==> src/rtl/eth_rmii_rx.sv <==
// ---------------------------------------------------------------------------
// eth_rmii_rx
//
// RMII receive front end for the 100 Mb/s Ethernet capture path. It samples
// RXD[1:0] and CRS_DV on the 50 MHz reference clock and strips the preamble
// and SFD. It then packs the LSB-first dibits into bytes and presents a byte
// stream with start- and end-of-packet markers.
//
// Parameters
//   MAXLEN       maximum accepted bytes per frame, FCS included (64..4095)
//
// Ports
//   clk          50 MHz RMII reference clock, the only clock
//   reset        asynchronous, active-high reset
//   rmii_rxd     RMII RXD[1:0], LSB dibit first
//   rmii_crs_dv  RMII CRS_DV
//   rxdata       received byte, valid while rxvalid is high
//   rxvalid      one-cycle strobe per received byte
//   rxsop        high together with the first data byte of a frame
//   rxeop        one-cycle pulse after the last byte (rxvalid low that cycle)
//   rxerr        frame-bad flag, qualified by rxeop
//
// Configuration macro
//   ETH_RMII_RX_CRC_EN  when defined, adds a CRC-32 check over every accepted
//                       byte, FCS included. A bad residue is then reported on
//                       rxerr. When undefined, no CRC logic is built.
// ---------------------------------------------------------------------------
module eth_rmii_rx #(
   parameter int MAXLEN = 1536
) (
   input  logic       clk,
   input  logic       reset,
   input  logic [1:0] rmii_rxd,
   input  logic       rmii_crs_dv,
   output logic [7:0] rxdata,
   output logic       rxvalid,
   output logic       rxsop,
   output logic       rxeop,
   output logic       rxerr
);

   typedef enum logic [2:0] {SYNC, IDLE, PRE, DATA, EOP} state_t;

   localparam logic [11:0] MAX_BYTES = 12'(MAXLEN);

   logic [1:0]  r_rxd1, r_rxd2;
   logic        r_crs1, r_crs2;
   state_t      r_state, w_next;
   logic [7:0]  r_shreg;
   logic [1:0]  r_dcnt;
   logic [11:0] r_bcnt;
   logic        r_sopPend;
   logic        r_ovl;
   logic [7:0]  r_rxdata;
   logic        r_rxvalid, r_rxsop, r_rxeop, r_rxerr;

   logic        w_isData, w_carrierOff, w_enterData, w_underMax, w_accept;
   logic [7:0]  w_byte;
   logic        w_crcBad;

   // Two-stage input pipeline. The CRS_DV stages come out of reset high.
   // This makes SYNC wait for a genuinely idle line after reset, so a frame
   // that is still running when reset is released is ignored instead of
   // being locked onto halfway through.
   always_ff @(posedge clk or posedge reset) begin
      if (reset) begin
         r_rxd1 <= 2'b00;
         r_rxd2 <= 2'b00;
         r_crs1 <= 1'b1;
         r_crs2 <= 1'b1;
      end else begin
         r_rxd1 <= rmii_rxd;
         r_crs1 <= rmii_crs_dv;
         r_rxd2 <= r_rxd1;
         r_crs2 <= r_crs1;
      end
   end

   // At carrier loss the PHY toggles CRS_DV at nibble rate, so a dibit
   // counts as data while either pipeline stage still shows carrier. The
   // frame ends only once both stages show the carrier has gone.
   assign w_isData     = r_crs2 | r_crs1;
   assign w_carrierOff = ~r_crs2 & ~r_crs1;
   assign w_byte       = {r_rxd2, r_shreg[7:2]};
   assign w_underMax   = (r_bcnt < MAX_BYTES);
   assign w_accept     = (r_state == DATA) && w_isData && (r_dcnt == 2'd3) && w_underMax;
   assign w_enterData  = (r_state == PRE) && (w_next == DATA);

   // State register for the framing FSM.
   always_ff @(posedge clk or posedge reset) begin
      if (reset) begin
         r_state <= SYNC;
      end else begin
         r_state <= w_next;
      end
   end

   // Next-state logic. SYNC waits out any frame in progress. IDLE looks for
   // the first preamble dibit. PRE follows the preamble up to the SFD tail.
   // DATA runs until carrier loss. EOP lasts one cycle to issue the marker.
   always_comb begin
      w_next = r_state;
      case (r_state)
         SYNC: begin
            if (w_carrierOff) w_next = IDLE;
         end
         IDLE: begin
            if (r_crs2) begin
               if (r_rxd2 == 2'b01)      w_next = PRE;
               else if (r_rxd2 != 2'b00) w_next = SYNC;
            end
         end
         PRE: begin
            if (!r_crs2)                 w_next = SYNC;
            else if (r_rxd2 == 2'b11)    w_next = DATA;
            else if (r_rxd2 != 2'b01)    w_next = SYNC;
         end
         DATA: begin
            if (w_carrierOff) w_next = EOP;
         end
         EOP: begin
            w_next = IDLE;
         end
         default: begin
            w_next = SYNC;
         end
      endcase
   end

`ifdef ETH_RMII_RX_CRC_EN
   logic [31:0] r_crc;

   // Reflected CRC-32 (0xEDB88320) advanced by one byte, LSB first.
   function automatic logic [31:0] crcByte(input logic [31:0] c, input logic [7:0] d);
      logic [31:0] x;
      x = c ^ {24'd0, d};
      for (int i = 0; i < 8; i++) begin
         x = x[0] ? ((x >> 1) ^ 32'hEDB88320) : (x >> 1);
      end
      return x;
   endfunction

   // The CRC runs over every accepted byte, FCS included. A good frame
   // therefore leaves the fixed residue in the register. The register is
   // preset when the SFD is recognised.
   always_ff @(posedge clk or posedge reset) begin
      if (reset) begin
         r_crc <= 32'hFFFFFFFF;
      end else if (w_enterData) begin
         r_crc <= 32'hFFFFFFFF;
      end else if (w_accept) begin
         r_crc <= crcByte(r_crc, w_byte);
      end
   end

   assign w_crcBad = (r_crc != 32'hDEBB20E3);
`else
   assign w_crcBad = 1'b0;
`endif

   // Byte assembly and output registers. Dibits shift in from the top so
   // the first dibit ends up in bits [1:0]. The byte counter keeps counting
   // (saturating) past MAXLEN, so bytes beyond the limit are dropped and
   // flag the frame as overlength. The error summary also covers a frame
   // that ended on a partial byte or delivered no whole bytes at all.
   always_ff @(posedge clk or posedge reset) begin
      if (reset) begin
         r_shreg   <= 8'd0;
         r_dcnt    <= 2'd0;
         r_bcnt    <= 12'd0;
         r_sopPend <= 1'b0;
         r_ovl     <= 1'b0;
         r_rxdata  <= 8'd0;
         r_rxvalid <= 1'b0;
         r_rxsop   <= 1'b0;
         r_rxeop   <= 1'b0;
         r_rxerr   <= 1'b0;
      end else begin
         r_rxvalid <= 1'b0;
         r_rxsop   <= 1'b0;
         r_rxeop   <= 1'b0;
         r_rxerr   <= 1'b0;
         if (w_enterData) begin
            r_dcnt    <= 2'd0;
            r_bcnt    <= 12'd0;
            r_sopPend <= 1'b1;
            r_ovl     <= 1'b0;
         end else if (r_state == DATA && w_isData) begin
            r_shreg <= w_byte;
            r_dcnt  <= r_dcnt + 2'd1;
            if (r_dcnt == 2'd3) begin
               if (r_bcnt != 12'hFFF) r_bcnt <= r_bcnt + 12'd1;
               if (w_underMax) begin
                  r_rxdata  <= w_byte;
                  r_rxvalid <= 1'b1;
                  r_rxsop   <= r_sopPend;
                  r_sopPend <= 1'b0;
               end else begin
                  r_ovl <= 1'b1;
               end
            end
         end
         if (r_state == EOP) begin
            r_rxeop <= 1'b1;
            r_rxerr <= (r_dcnt != 2'd0) | r_ovl | w_crcBad | (r_bcnt == 12'd0);
         end
      end
   end

   assign rxdata  = r_rxdata;
   assign rxvalid = r_rxvalid;
   assign rxsop   = r_rxsop;
   assign rxeop   = r_rxeop;
   assign rxerr   = r_rxerr;

endmodule

==> config.mk <==
export PLATFORM = sky130hd
export DESIGN_NAME = eth_rmii_rx
export DESIGN_NICKNAME = d
export VERILOG_FILES = /design/src/rtl/eth_rmii_rx.sv
export SDC_FILE = /design/constraint.sdc
export NUM_CORES = 1
export LEC_CHECK = 0
export ABC_CLOCK_PERIOD_IN_PS = 3700
export CORE_ASPECT_RATIO = 0.9
export CORE_MARGIN = 5
export CORE_UTILIZATION = 40
export DETAILED_ROUTE_END_ITERATION = 7
export PLACE_DENSITY = 0.55
export SLEW_MARGIN = 20
export SYNTH_ARGS = -nofsm -noshare
export SYNTH_HDL_FRONTEND = slang
export SYNTH_SLANG_ARGS = --single-unit
==> constraint.sdc <==
create_clock -name clk -period 3.7 [get_ports clk]
set_input_delay 0.555 -clock clk [delete_from_list [all_inputs] [get_ports clk]]
set_output_delay 0.555 -clock clk [all_outputs]
set_load 0.1 [all_outputs]
After elaboration in Yosys (flattened, before gate mapping)

Cells that the tools add are included.

Output and inout bits: 12
Input bits: 5
Memories: 0
Word-level logic and storage cells: 84
Bits in read-only memories: 0
Latch bits: 0
Bits in registers: 45
Bits in writable memories: 0

$add $sub $neg: 2
Shift-type cells: 0
Eq/ne operators: 11
Divide/modulo/power cells: 0
Bitwise gates (word level): 7
Reduce and logical (&&, ||, !) cells: 15
Muxes and demuxes: 33
Order comparisons: 1
$mul: 0

Operators with widths:

| cell                                                   | number |
|---|---|
| 2-to-1 mux 12 bit                                      | 4 |
| 2-to-1 mux 3 bit                                       | 8 |
| 2-to-1 mux 1 bit                                       | 18 |
| case mux 3 bit (5 select lines)                        | 1 |
| adder 12 x 1 -> 12 bit (second input constant)         | 1 |
| logical NOT 12 bit                                     | 1 |
| < comparator 12 x 11 -> 1 bit (second input constant)  | 1 |
| inequality test 12 bit (second input constant)         | 1 |
| nonzero test 2 bit                                     | 6 |
| == test 3 x 2 -> 1 bit (second input constant)         | 3 |
| AND reduction 3 bit                                    | 3 |
| == test 2 bit (second input constant)                  | 2 |
| 2-to-1 mux 2 bit                                       | 2 |
| AND reduction 4 bit                                    | 1 |
| == test 3 x 1 -> 1 bit (second input constant)         | 1 |
| == test 3 bit (second input constant)                  | 1 |
| logical NOT 3 bit                                      | 1 |
| inverter 1 bit                                         | 3 |
| OR 1 bit                                               | 3 |
| adder 2 x 1 -> 2 bit (second input constant)           | 1 |
| == test 2 x 1 -> 1 bit (second input constant)         | 1 |
| logical AND 1 bit                                      | 2 |
| inequality test 2 x 1 -> 1 bit (second input constant) | 1 |
| inequality test 2 bit (second input constant)          | 1 |
| 2 further kinds                                        | 2 |

Logic depth before layout (Yosys ltp)

Gate-level depths: netlist of run 1.

Word-level depth: 9
Depth in mapped cells: 6
Mapped depth without buffers: 5

Worst setup path after synthesis of run 1

Ideal clock, no wire load.

Path kind: register -> register
From: reg r_crs1
To: reg r_rxdata[0], in the netlist rxdata[0]
Cell stages (with the launch flop): 6
Arrival: 1.708 ns
Buffers on the path: 1
Data required time: 3.575 ns
Setup time: 0.125 ns
Setup slack: 1.867 ns
Period minus slack after synthesis: 1.833 ns
Cell sequence: dfstp_2 -> o21ai_0 -> or2_4 -> nor3_1 -> buf_2 -> mux2_2

Word-level cells in the longest chain between the ends: 8
Elaborated cells on any way between the ends: 11
Those cells by class: 1 x eq/ne; 3 x mux; 4 x bitwise; 3 x reduce/logical

Ends and longest elaborated chain:

| item                                       | line     | source |
|---|---|---|
| start: declaration                         | 47       | `logic r_crs1, r_crs2;` |
| start signal: assignment                   | 73       | `r_crs1 <= rmii_crs_dv;` |
| inverter 1 bit                             | 83       | `assign w_carrierOff = ~r_crs2 & ~r_crs1;` |
| AND 1 bit                                  | 83       |  |
| 2-to-1 mux 3 bit, on equally long branches | 119, 105 |  |
| case mux 3 bit (5 select lines)            | 103      | `case (r_state)` |
| == test 3 x 2 -> 1 bit                     | 87       | `assign w_enterData = (r_state == PRE) && (w_next == DATA);` |
| logical AND 1 bit                          | 87       |  |
| inverter 1 bit (no line)                   | -        |  |
| AND reduction 4 bit (no line) (*)          | -        |  |
| end signal: assignment                     | 194      | `r_rxdata <= w_byte;` |
| end: declaration                           | 54       | `logic [7:0] r_rxdata;` |

Every way passes the cells marked *; elsewhere a longest branch is shown, timed or not.
A chain may end at the register's enable or synchronous reset.

Final worst setup path of run 1

From: reg r_rxdata[2], in the netlist rxdata[2]
To: out rxdata[2]

RTL lines:

| item             | line | source |
|---|---|---|
| end: declaration | 35   | `output logic [7:0] rxdata,` |

No word-level cell between the ends.

==> results by stage, run 1 <==
Status:
- The flow ran to the end, and the final reports show no timing, DRC or antenna violations.

Finish:
- Of the cells placed in the final design, the portion with a size suffix greater than 1 is roughly 14%.
- The antenna cell count is 0.
- Relative to the synthesized area, the layout overhead comes to 18.3%.
- The total number of nets in the final design is a little over 200.
- The final cell count without fillers is 261.

Worst setup path:
- The largest single stage delay on the critical path is ~1.1 ns.
- The worst setup path is captured at a primary output.
- The critical path depth in cells is 1.
- For the worst flop-to-flop path, the logic depth is 5.
- The cell type of the slowest stage on the worst timing path is clkdlybuf4s50_1.
- The data required time of the worst path is 3.14 ns.
- In this run the worst path has a maximum fanout of 2.
- The critical path startpoint category is a flop.
- The worst endpoint data arrival time is approximately 1.8 ns.
- Walking the worst path, the cells encountered are clkdlybuf4s50_1.
- The number of buffers and inverters on the critical path is 1.
- The critical path's top delay family is buffers and inverters.
- The critical path in this run is classified as flop to primary output.

Place:
- The congestion estimate from routability-driven global placement came to about 0.85.
- After detailed placement, the design holds a cell count of roughly 250.
- The port buffer count is 16.
- The HPWL after detailed placement is about 2.5 mm.

Route:
- The first routing iteration left 140 violations.
- The vias per cell is roughly 5.1.
- After detailed routing, the number of remaining DRC violations is 0.
- The residual antenna-violating net count after detailed routing is 0.
- Dividing the detail-routed wire length by the instance count gives between 10 and 15 um.
- Across all layers, the routed design uses 1328 vias.
- The number of iterations in the first detailed-routing pass is 4.
- The final wirelength is between 3 and 4 mm.

Power and ir drop:
- The cell area power density is between 400 and 500 nW/um^2.
- Summed over all cells, the static leakage comes to approximately 1.0 nW.
- The maximum resistive drop on vdd is 250 uV.

Logic synthesis:
- The average footprint of a synthesized cell is about 11 um^2.
- The share of the yosys chip area belonging to registers is a little under three fifths.
- The most used flip-flop cell after synthesis is dfrtp_1.
- The net count after synthesis is between 150 and 200.
- After synthesis, the share of flip-flops with an asynchronous set or reset is 100%.
- The number of distinct library cells after synthesis is 38.
- The number of synthesized flops with an enable pin is 0.
- In the synthesized netlist, the cells that appear most often are dfrtp_1 (41), nand2_1 (32), inv_1 (10).
- The synthesized cell area is ~1900 um^2.
- The synthesized design spends more area on one cell type than any other, namely dfrtp_1.
- The number of storage elements in the synthesis netlist is 43.
- The share of the synthesized area in the top cell type is between 50% and 60%.
- In the post-synthesis netlist, the biggest area contributors are dfrtp_1 (54%), nand2_1 (6.3%), mux2_2 (4.7%), dfstp_2 (2.8%), ha_1 (2.6%).
- Among all cell types in the netlist, the one instantiated most often is dfrtp_1.
- Synthesis handed over a netlist of 177 instances.
- During synthesis, Yosys emitted a total of 0 warnings.

CTS:
- The total CTS buffers is 5.
- After clock tree synthesis, the repair step resized 0 gates.
- The post-CTS setup-driven buffer insertion count is 0.
- The later pin in the worst-skew pair is clocked with a latency of ~0.29 ns.
- Counting every sink on the clock net gives between 40 and 50.
- The tree is rooted in a clkbuf_8.
- TritonCTS built the clock tree.
- The number of hold buffers added after CTS was 0.
- The H-tree depth is 2.
- The clock edge transition at the registers on the reported setup and hold paths is 0.08 ns.
- The maximum clock insertion buffer count is 2.

Global routing:
- The wire length of the first global-routing pass is between 6 and 7 mm.
- The initial antenna violation count is 0.
- Across every metal layer, demand over resource in global routing totals a little over an eighth.
- The via count of the first global-routing pass is 1366.
- The remaining global-route overflow is 0.
- Entering global routing, the biggest net connects 44 pins.

STA:
- The shortest clock period the worst path allows after layout is around 2.3 ns.
- The number of pins with negative max-slew slack in the final report was 0.
- The total setup violations reported at the end of the flow is 0.
- The worst pin sits at a relative slew slack of a little over a third.
- The count of final hold-check violations is 0.
- The transition time at the pin with the least slew margin is just under 1 ns.
- Static timing analysis puts the maximum clock frequency at approximately 430 MHz.
- The worst setup skew after layout is about 0.0031 ns.
- Summed over all failing endpoints, the final setup total negative slack is 0 ns.
- Setup repair after global routing left no endpoint under its margin.
- The final clock period utilization by the worst path is 63.2%.

Floorplan:
- The effective utilization at floorplan is 42.1%.
- The floorplan die width is between 80 and 90 um.
- After floorplanning, the core was sized to cover roughly 4500 um^2.
- For this design the top-level I/O count stands at 17.
- The die footprint is 6240 um^2.
- The floorplan has 23 rows.
- The height of the chip is about 75 um.

Hold path:
- The path category of the worst min-delay check is flop to flop.
- Along the worst hold path, the cell count comes to 0.

Run:
- Across the run, the number of max-cap violations was 0.
-- metal layers --
metal	vias up	track usage, %	share of wire (%)
met2	25	20.3	45
li1	661	-	-
met4	0	5.44	0.88
met3	6	4.26	3.4
met1	636	17.9	50
met5	-	0	0
-- cells in the final DEF (no fill, tap or decap), types with 2 or more instances in the layout --
| master | instances |
|---|---|
| clkdlybuf4s50_1 | 16 |
| nand2_1 | 32 |
| nor3_1 | 3 |
| inv_1 | 10 |
| dfstp_2 | 2 |
| and2_1 | 5 |
| clkbuf_8 | 6 |
| a21oi_1 | 8 |
| mux2_2 | 8 |
| o31ai_1 | 4 |
| dfrtp_1 | 41 |
| nor2_1 | 7 |
| ha_1 | 4 |
| buf_4 | 3 |
| o21ai_0 | 6 |
| mux2i_1 | 4 |
| or4_1 | 3 |
| nand3_1 | 7 |
| o41ai_1 | 2 |
| nor4_1 | 3 |
| o21a_1 | 2 |
| nand4_1 | 5 |
-- where the power goes --
part	switching, mW	internal [mW]	leakage, nW
sequential	0.0389	0.518	0.577
combinational	0.0684	0.0441	0.405
clock	0.152	0.218	0.0612
total	0.259	0.780	1.04
-- cell families (layout without fill, tap and decap cells) --
logic type | after synthesis | after routing | synth area share, %
AND/OR/NAND/NOR | 76 | 76 | 21.2
buffers and inverters | 15 | 37 | 3.48
flip-flops | 43 | 43 | 56.6
AO/OA/AOI/OAI | 27 | 27 | 9.20
adder cells (fa/ha/maj) | 4 | 4 | 2.63
multiplexers | 12 | 12 | 6.83
-- through the flow --
step                      worst slack, ns  power, mW  hold WS, ns  utilization, %  instance area [um^2]
after floorplan                      1.87      0.643        0.331               -                  1900
after global placement               1.69      0.676        0.336            47.3                  2140
after detailed placement             1.67      0.681        0.341            47.3                  2140
after CTS                            1.34       1.06        0.360            49.9                  2250
after global routing                 1.29       1.10        0.369            49.9                  2250
final                                1.36       1.04        0.356            49.9                  2250
-- path summary, 6_finish.rpt --
| check | from | endpoint | slack (ns) |
|---|---|---|---|
| min in group asynchronous | reset | rxsop | 0.70 |
| max in group asynchronous | reset | r_crs1 | 2.62 |
| min | r_rxd1[1] | r_rxd2[1] | 0.36 |
| max reg2reg | r_crs1 | rxdata[2] | 1.76 |
| min reg2reg | r_rxd1[1] | r_rxd2[1] | 0.36 |
| max | rxdata[2] | rxdata[2] | 1.36 |
-- registers in the layout, indices dropped and copies added (netlist names) --
name,flops
rxeop,1
r_crs1,1
r_ovl,1
r_bcnt,12
r_sopPend,1
r_state,3
rxerr,1
rxdata,8
r_dcnt,2
r_rxd2,2
rxsop,1
r_shreg,6
r_crs2,1
rxvalid,1
r_rxd1,2
-- final cells by class --
| cell class | instances | area (um^2) |
|---|---|---|
| timing repair buffer | 19 | 183 |
| multi-input combinational | 119 | 759 |
| inverter | 10 | 37.5 |
| fill | 432 | 2260 |
| clock inverter | 2 | 35.0 |
| sequential | 43 | 1080 |
| clock buffer | 6 | 82.6 |
| tap | 62 | 77.6 |
No activity file was read; power rests on OpenSTA's default activity.
==> inputs of run 2 (changes only) <==
Settings changed: ABC_CLOCK_PERIOD_IN_PS 3700 to 2400.
Clock period 3.7 ns to 2.4 ns, I/O delays scaled along.
==> results by stage, run 2 (synthesis gave the netlist of run 1 again) <==
Floorplan:
- The number of cell rows is 23 (unchanged).
- The floorplan die width is 82.7 um (unchanged).
- The core footprint is 4520 um^2 (unchanged).
- The die footprint is 6240 um^2 (unchanged).
- The count of pins on the block boundary came to 17 (unchanged).
- The height of the chip is 75.5 um (unchanged).
- The effective utilization at floorplan is 42.1% (unchanged).

Worst setup path:
- The total buffers and inverters traversed by the critical path was 1 (unchanged).
- The cell type of the slowest stage on the worst timing path is dfstp_2.
- Traced cell by cell, the critical path runs through o21ai_0, or2_4, nor3_1, buf_4, mux2_2.
- The start-to-end type of the worst setup path is flop to flop.
- The largest driver fanout on the critical path is 12 (+10).
- The critical path's top delay family is flip-flops.
- The data required time of the worst path is 2.59 ns (-0.55 ns).
- The minimum setup slack among reg-to-reg paths is 0.48 ns (-1.28 ns).
- The delay contributed by the slowest stage of the critical path was 0.56 ns (-0.57 ns).
- The worst endpoint data arrival time came to 2.10 ns (+0.32 ns).
- The sort of element at the end of the critical path is a flop.
- The critical path startpoint category is a flop.

Route:
- The initial DRC count is 120 (-14%).
- The vias per cell is 5.22 (+2.6%).
- The final wirelength is 3.71 mm (+2.1%).
- The number of vias in the routed layout is 1362 (+2.6%).
- The number of iterations in the first detailed-routing pass is 4 (unchanged).
- The average detailed-routed wire length per instance came to 14.2 um (+2.1%).
- The residual antenna-violating net count after detailed routing was 0 (unchanged).
- The number of remaining DRC errors is 0 (unchanged).

CTS:
- The post-cts repair resize count is 0 (unchanged).
- The H-tree depth is 2 (unchanged).
- TritonCTS built the clock tree.
- The master cell of the clock root buffer is clkbuf_8.
- The maximum clock insertion buffer count is 2 (unchanged).
- The total CTS buffers came to 5 (unchanged).
- The sink count of the clock tree is 43 (unchanged).
- The post-CTS setup-driven buffer insertion count is 0 (unchanged).
- The clock network latency to the later pin of the worst-skew pair is 0.30 ns (about the same).
- The quantity of hold-fixing buffers added after cts is 0 (unchanged).
- The clock edge transition at the registers on the reported setup and hold paths came to 0.09 ns (about the same).

Finish:
- The number of flip-flops under the largest register name is 12 (unchanged).
- The post-layout instance area is 2200 um^2 (-2.4%).
- The total number of nets in the final design came to 207 (unchanged).
- The most common library cell in the layout ignoring fill and taps is dfrtp_1.
- The antenna cell count is 0 (unchanged).
- The final cell count without fillers is 261 (unchanged).
- The final core area utilization was 48.7% (-1.2 points).
- The area overhead of the layout relative to synthesis is 15.4%.
- The fraction of final layout cells sized beyond drive strength 1 was 20.1% (+6.0 points).
- r_bcnt holds more flip-flops than any other register.
- The top cell types in the final layout, fill and taps aside, are dfrtp_1 (41), nand2_1 (32), buf_4 (15).

Power and ir drop:
- The maximum resistive drop on vdd was 397 uV (+59%).
- The leakage power is 1.05 nW (+0.42%).
- The cell area power density was 687 nW/um^2 (+49%).

Global routing:
- The wire length of the first global-routing pass is 6.49 mm (+3.0%).
- The via count of the first global-routing pass is 1379 (+0.95%).
- The initial antenna violation count is 0 (unchanged).
- The global router's overall resource usage is 13.8% (+0.44 points).
- The maximum number of pins on one net before global-route repair is 44 (unchanged).
- The remaining global-route overflow was 0 (unchanged).

Place:
- The port buffer count is 16 (unchanged).
- The HPWL after detailed placement came to 2.57 mm (+1.5%).
- The placed instance area was 2110 um^2 (-1.4%).
- The number of cells in the design after placement is 253 (unchanged).
- The weighted congestion reported at the end of routability-driven placement is 0.847 (-0.98%).

STA:
- The total setup violations reported at the end of the flow is 0 (unchanged).
- The transition time at the pin with the least slew margin is 0.559 ns (-0.417 ns).
- The count of final hold-check violations is 0 (unchanged).
- The number of pins with negative max-slew slack in the final report was 0 (unchanged).
- Derived from the worst setup path, the maximum achievable clock frequency is ~520 MHz.
- Setup repair after global routing left no endpoint under its margin.
- The relative slew slack is 62.6% (+28 points).
- The setup total negative slack is 0 ns (unchanged).
- Dividing the final minimum period by the clock period gives around 80%.
- Counting I/O delays and the setup requirement, the final critical path takes ~1.9 ns.
- The worst setup skew after layout is 0.00722 ns (+0.00413 ns).

Run:
- The number of max-cap violations was 0 (unchanged).

Hold path:
- The path category of the worst min-delay check is flop to flop.

Status:
- The run finished with clean final reports.
## run 2: cell types whose count changed in the layout (fill, tap and decap cells not counted)
cell,before,now
buf_4,3,15
clkdlybuf4s50_1,16,4
clkinvlp_4,0,2
bufinv_16,1,0
clkbuf_8,6,5
clkinv_2,1,0
inv_6,0,1
## run 2: final cells by class
class / instances / area [um^2]
clock buffer: 5 / 68.8
fill: 414 / 2320
tap: 62 / 77.6
clock inverter: 3 / 23.8
sequential: 43 / 1080
timing repair buffer: 19 / 153
multi-input combinational: 119 / 759
inverter: 10 / 37.5
## run 2: power breakdown
part | internal [mW] | switching, mW | total (mW) | leakage, nW
combinational | 0.0680 | 0.105 | 0.173 | 0.430
clock | 0.208 | 0.271 | 0.479 | 0.0408
sequential | 0.799 | 0.0586 | 0.857 | 0.577
total | 1.07 | 0.435 | 1.51 | 1.05
## run 2: stage by stage
step / hold WS [ns] / total power, mW / setup WS, ns
finish: 0.352 / 1.51 / 0.484
CTS: 0.355 / 1.53 / 0.482
global placement: 0.335 / 1.04 / 0.530
floorplan: 0.331 / 0.991 / 0.567
detailed placement: 0.336 / 1.05 / 0.494
global route: 0.370 / 1.60 / 0.410
## run 2: path summary, 6_finish.rpt
check,cells after the start,to,from
min in group asynchronous,3,rxsop,reset
max reg2reg,5,rxdata[1],r_crs1
min,0,r_rxd2[0],r_rxd1[0]
min reg2reg,0,r_rxd2[0],r_rxd1[0]
max,5,rxdata[1],r_crs1
max in group asynchronous,3,r_crs1,reset
## run 2: routing by layer
| layer | global-route usage [%] | vias to the layer above | share of wire, % |
|---|---|---|---|
| li1 | - | 664 | - |
| met1 | 19.2 | 662 | 49 |
| met2 | 20.1 | 30 | 44 |
| met3 | 4.37 | 6 | 5.2 |
| met4 | 5.44 | 0 | 1.4 |
| met5 | 0 | - | 0 |
==> inputs of run 3 (changes only) <==
Settings changed: ABC_CLOCK_PERIOD_IN_PS 2400 to 1950.
Clock period 2.4 ns to 1.95 ns, I/O delays scaled along.
==> results by stage, run 3 (synthesis gave the netlist of run 1 again) <==
Status:
- The run finished with clean final reports.

Route:
- The final wirelength is 3.77 mm (+1.5%).
- The vias per cell came to 5.16 (-1.1%).
- The number of vias in the routed layout was 1368 (+0.44%).
- The residual antenna-violating net count after detailed routing came to 0 (unchanged).
- The average detailed-routed wire length per instance came to 14.2 um (about the same).
- The number of iterations in the first detailed-routing pass came to 4 (unchanged).
- The initial DRC count came to 119 (-0.83%).
- The number of remaining DRC errors is 0 (unchanged).

Hold path:
- The cell depth of the worst hold path is 0 (unchanged).
- The startpoint identified for the worst hold timing path is r_rxd1[1].
- The path category of the worst min-delay check is flop to flop.
- The worst hold path terminates at r_rxd2[1].

Worst setup path:
- The start-to-end type of the worst setup path is flop to flop.
- The worst endpoint data arrival time is 2.00 ns (-0.10 ns).
- The largest driver fanout on the critical path is 12 (unchanged).
- The logic depth of the worst register-to-register path was 5 (unchanged).
- In this run the critical register-to-register path is launched from r_crs2.
- The data required time of the worst path is 2.13 ns (-0.46 ns).
- The worst setup path is launched from a flop.
- The sort of element at the end of the critical path is a flop.
- The minimum setup slack among reg-to-reg paths is 0.12 ns (-0.36 ns).
- The destination of the worst register-to-register timing path is rxdata[5].

Global routing:
- The remaining global-route overflow is 0 (unchanged).
- The initial antenna violation count came to 0 (unchanged).
- The via count of the first global-routing pass is 1379 (unchanged).
- The wire length of the first global-routing pass is 6.50 mm (+0.20%).
- The maximum number of pins on one net before global-route repair is 44 (unchanged).
- The global router's overall resource usage was 13.7% (-0.16 points).

STA:
- The transition time at the pin with the least slew margin is 0.540 ns (-0.0188 ns).
- The final clock period utilization by the worst path was 93.6% (+14 points).
- The total setup violations reported at the end of the flow is 0 (unchanged).
- Setup repair after global routing left no endpoint under its margin.
- The worst hold slack across all endpoints is 0.351 ns (-0.00166 ns).
- The shortest clock period the worst path allows after layout is 1.83 ns (-0.0910 ns).
- The number of pins with negative max-slew slack in the final report is 0 (unchanged).
- The relative slew slack came to 63.8% (+1.3 points).
- The setup total negative slack is 0 ns (unchanged).
- The highest attainable clock frequency is 548 MHz (+5.0%).
- The worst setup skew after layout was 0.00806 ns (+0.000843 ns).
- The count of final hold-check violations is 0 (unchanged).

CTS:
- The clock edge transition at the registers on the reported setup and hold paths is 0.08 ns (about the same).
- The total CTS buffers came to 5 (unchanged).
- The tree is rooted in a clkbuf_8.
- The H-tree depth was 2 (unchanged).
- The maximum clock insertion buffer count is 2 (unchanged).
- The CTS tree is built.
- The quantity of hold-fixing buffers added after cts was 0 (unchanged).
- The clock network latency to the later pin of the worst-skew pair was 0.29 ns (about the same).
- The sink count of the clock tree is 43 (unchanged).

Finish:
- The number of flip-flops under the largest register name was 12 (unchanged).
- Leaving out fill and tap cells, the most frequent cell in the layout is dfrtp_1.
- The antenna cell count is 0 (unchanged).
- The top cell types in the final layout, fill and taps aside, are dfrtp_1 (41), nand2_1 (32), buf_4 (17).
- The largest register by flop count is r_bcnt.
- The post-layout instance area is 2250 um^2 (+2.6%).
- The final cell count without fillers came to 265 (+1.5%).
- The total number of nets in the final design is 211 (+1.9%).
- The fraction of final layout cells sized beyond drive strength 1 came to 22.2% (+2.1 points).
- The number of fillers in the final layout is 427 (+3.1%).
- The area overhead of the layout relative to synthesis is 18.4%.

Place:
- The weighted congestion reported at the end of routability-driven placement is 0.801 (-5.4%).
- The port buffer count is 16 (unchanged).
- The placed instance area is 2130 um^2 (+1.3%).
- The number of cells in the design after placement came to 255 (+0.79%).
- The HPWL after detailed placement is 2.66 mm (+3.2%).

Power and ir drop:
- The total power consumption of the routed design is 1.86 mW (+23%).
- The switching power share of the total is 26.7% (-2.1 points).
- The leakage power is 1.08 nW (+3.3%).
- The internal power of the cells came to 1.36 mW (+26%).
- The part of the power in combinational logic came to 12.1% (+0.6 points).
- The clock network fraction of design power was 30.9% (-0.8 points).
- The maximum resistive drop on vdd was 549 uV (+38%).
- The share of power burned in registers came to 57.0% (+0.2 points).
- The net switching power is 0.496 mW (+14%).
- The cell area power density is 823 nW/um^2 (+20%).

Floorplan:
- The core footprint is 4520 um^2 (unchanged).
- The height of the chip is 75.5 um (unchanged).
- The floorplan die width is 82.7 um (unchanged).
- The effective utilization at floorplan is 42.1% (unchanged).
- The count of pins on the block boundary is 17 (unchanged).
- The number of cell rows is 23 (unchanged).
- The die footprint is 6240 um^2 (unchanged).

Run:
- The number of max-cap violations is 0 (unchanged).
[run 3: metrics by stage]
step / setup WS [ns] / util (%)
detailed placement: 0.104 / 47.2
global route: 0.0405 / 49.9
CTS: 0.111 / 49.2
global placement: 0.136 / 47.2
floorplan: 0.117 / -
finish: 0.125 / 49.9
[run 3: critical path, stage by stage, from the launching register on]
cell and delay, ns:
dfstp_2 0.57, o21ai_0 0.10, or2_4 0.30, nor3_4 0.21, buf_4 0.18, mux2_2 0.35
[run 3: per-layer routing]
layer	vias up	share of wire [%]	global-route usage [%]
li1	673	-	-
met3	2	3.1	3.19
met2	18	45	21.1
met1	675	51	19.4
met4	0	0.53	3.81
met5	-	0	0
[run 3: worst max-delay path by stage]
stage          startpoint   endpoint  depth (start not counted)
2_1_floorplan      r_crs1  rxdata[0]                          5
3_3_place_gp       r_crs1  rxdata[6]                          5
3_5_place_dp       r_crs2  rxdata[5]                          5
4_1_cts            r_crs2  rxdata[5]                          5
5_1_grt            r_crs2  rxdata[7]                          5
6_report           r_crs2  rxdata[5]                          5
[run 3: power groups by stage]
stage	clock network (mW)	registers (mW)	logic, mW
global placement	0	1.07	0.221
global route	0.632	1.07	0.260
floorplan	0	1.08	0.140
CTS	0.591	1.06	0.229
detailed placement	0	1.08	0.229
finish	0.574	1.06	0.224
[run 3: area by class of cell]
class | count | area [um^2] | share of cell area [%]
Clock buffer | 7 | 86.3 | 3.83
Clock inverter | 1 | 5.00 | 0.222
Inverter | 10 | 37.5 | 1.66
Multi-Input combinational cell | 119 | 777 | 34.5
Sequential cell | 43 | 1080 | 47.8
Tap cell | 62 | 77.6 | 3.44
Timing Repair Buffer | 23 | 193 | 8.55
[run 3: what timing repair did]
item	in CTS	in global routing
setup buffers	0	1
hold endpoints to repair	0	0
endpoints found under the setup margin	0	9
resized for setup	0	4
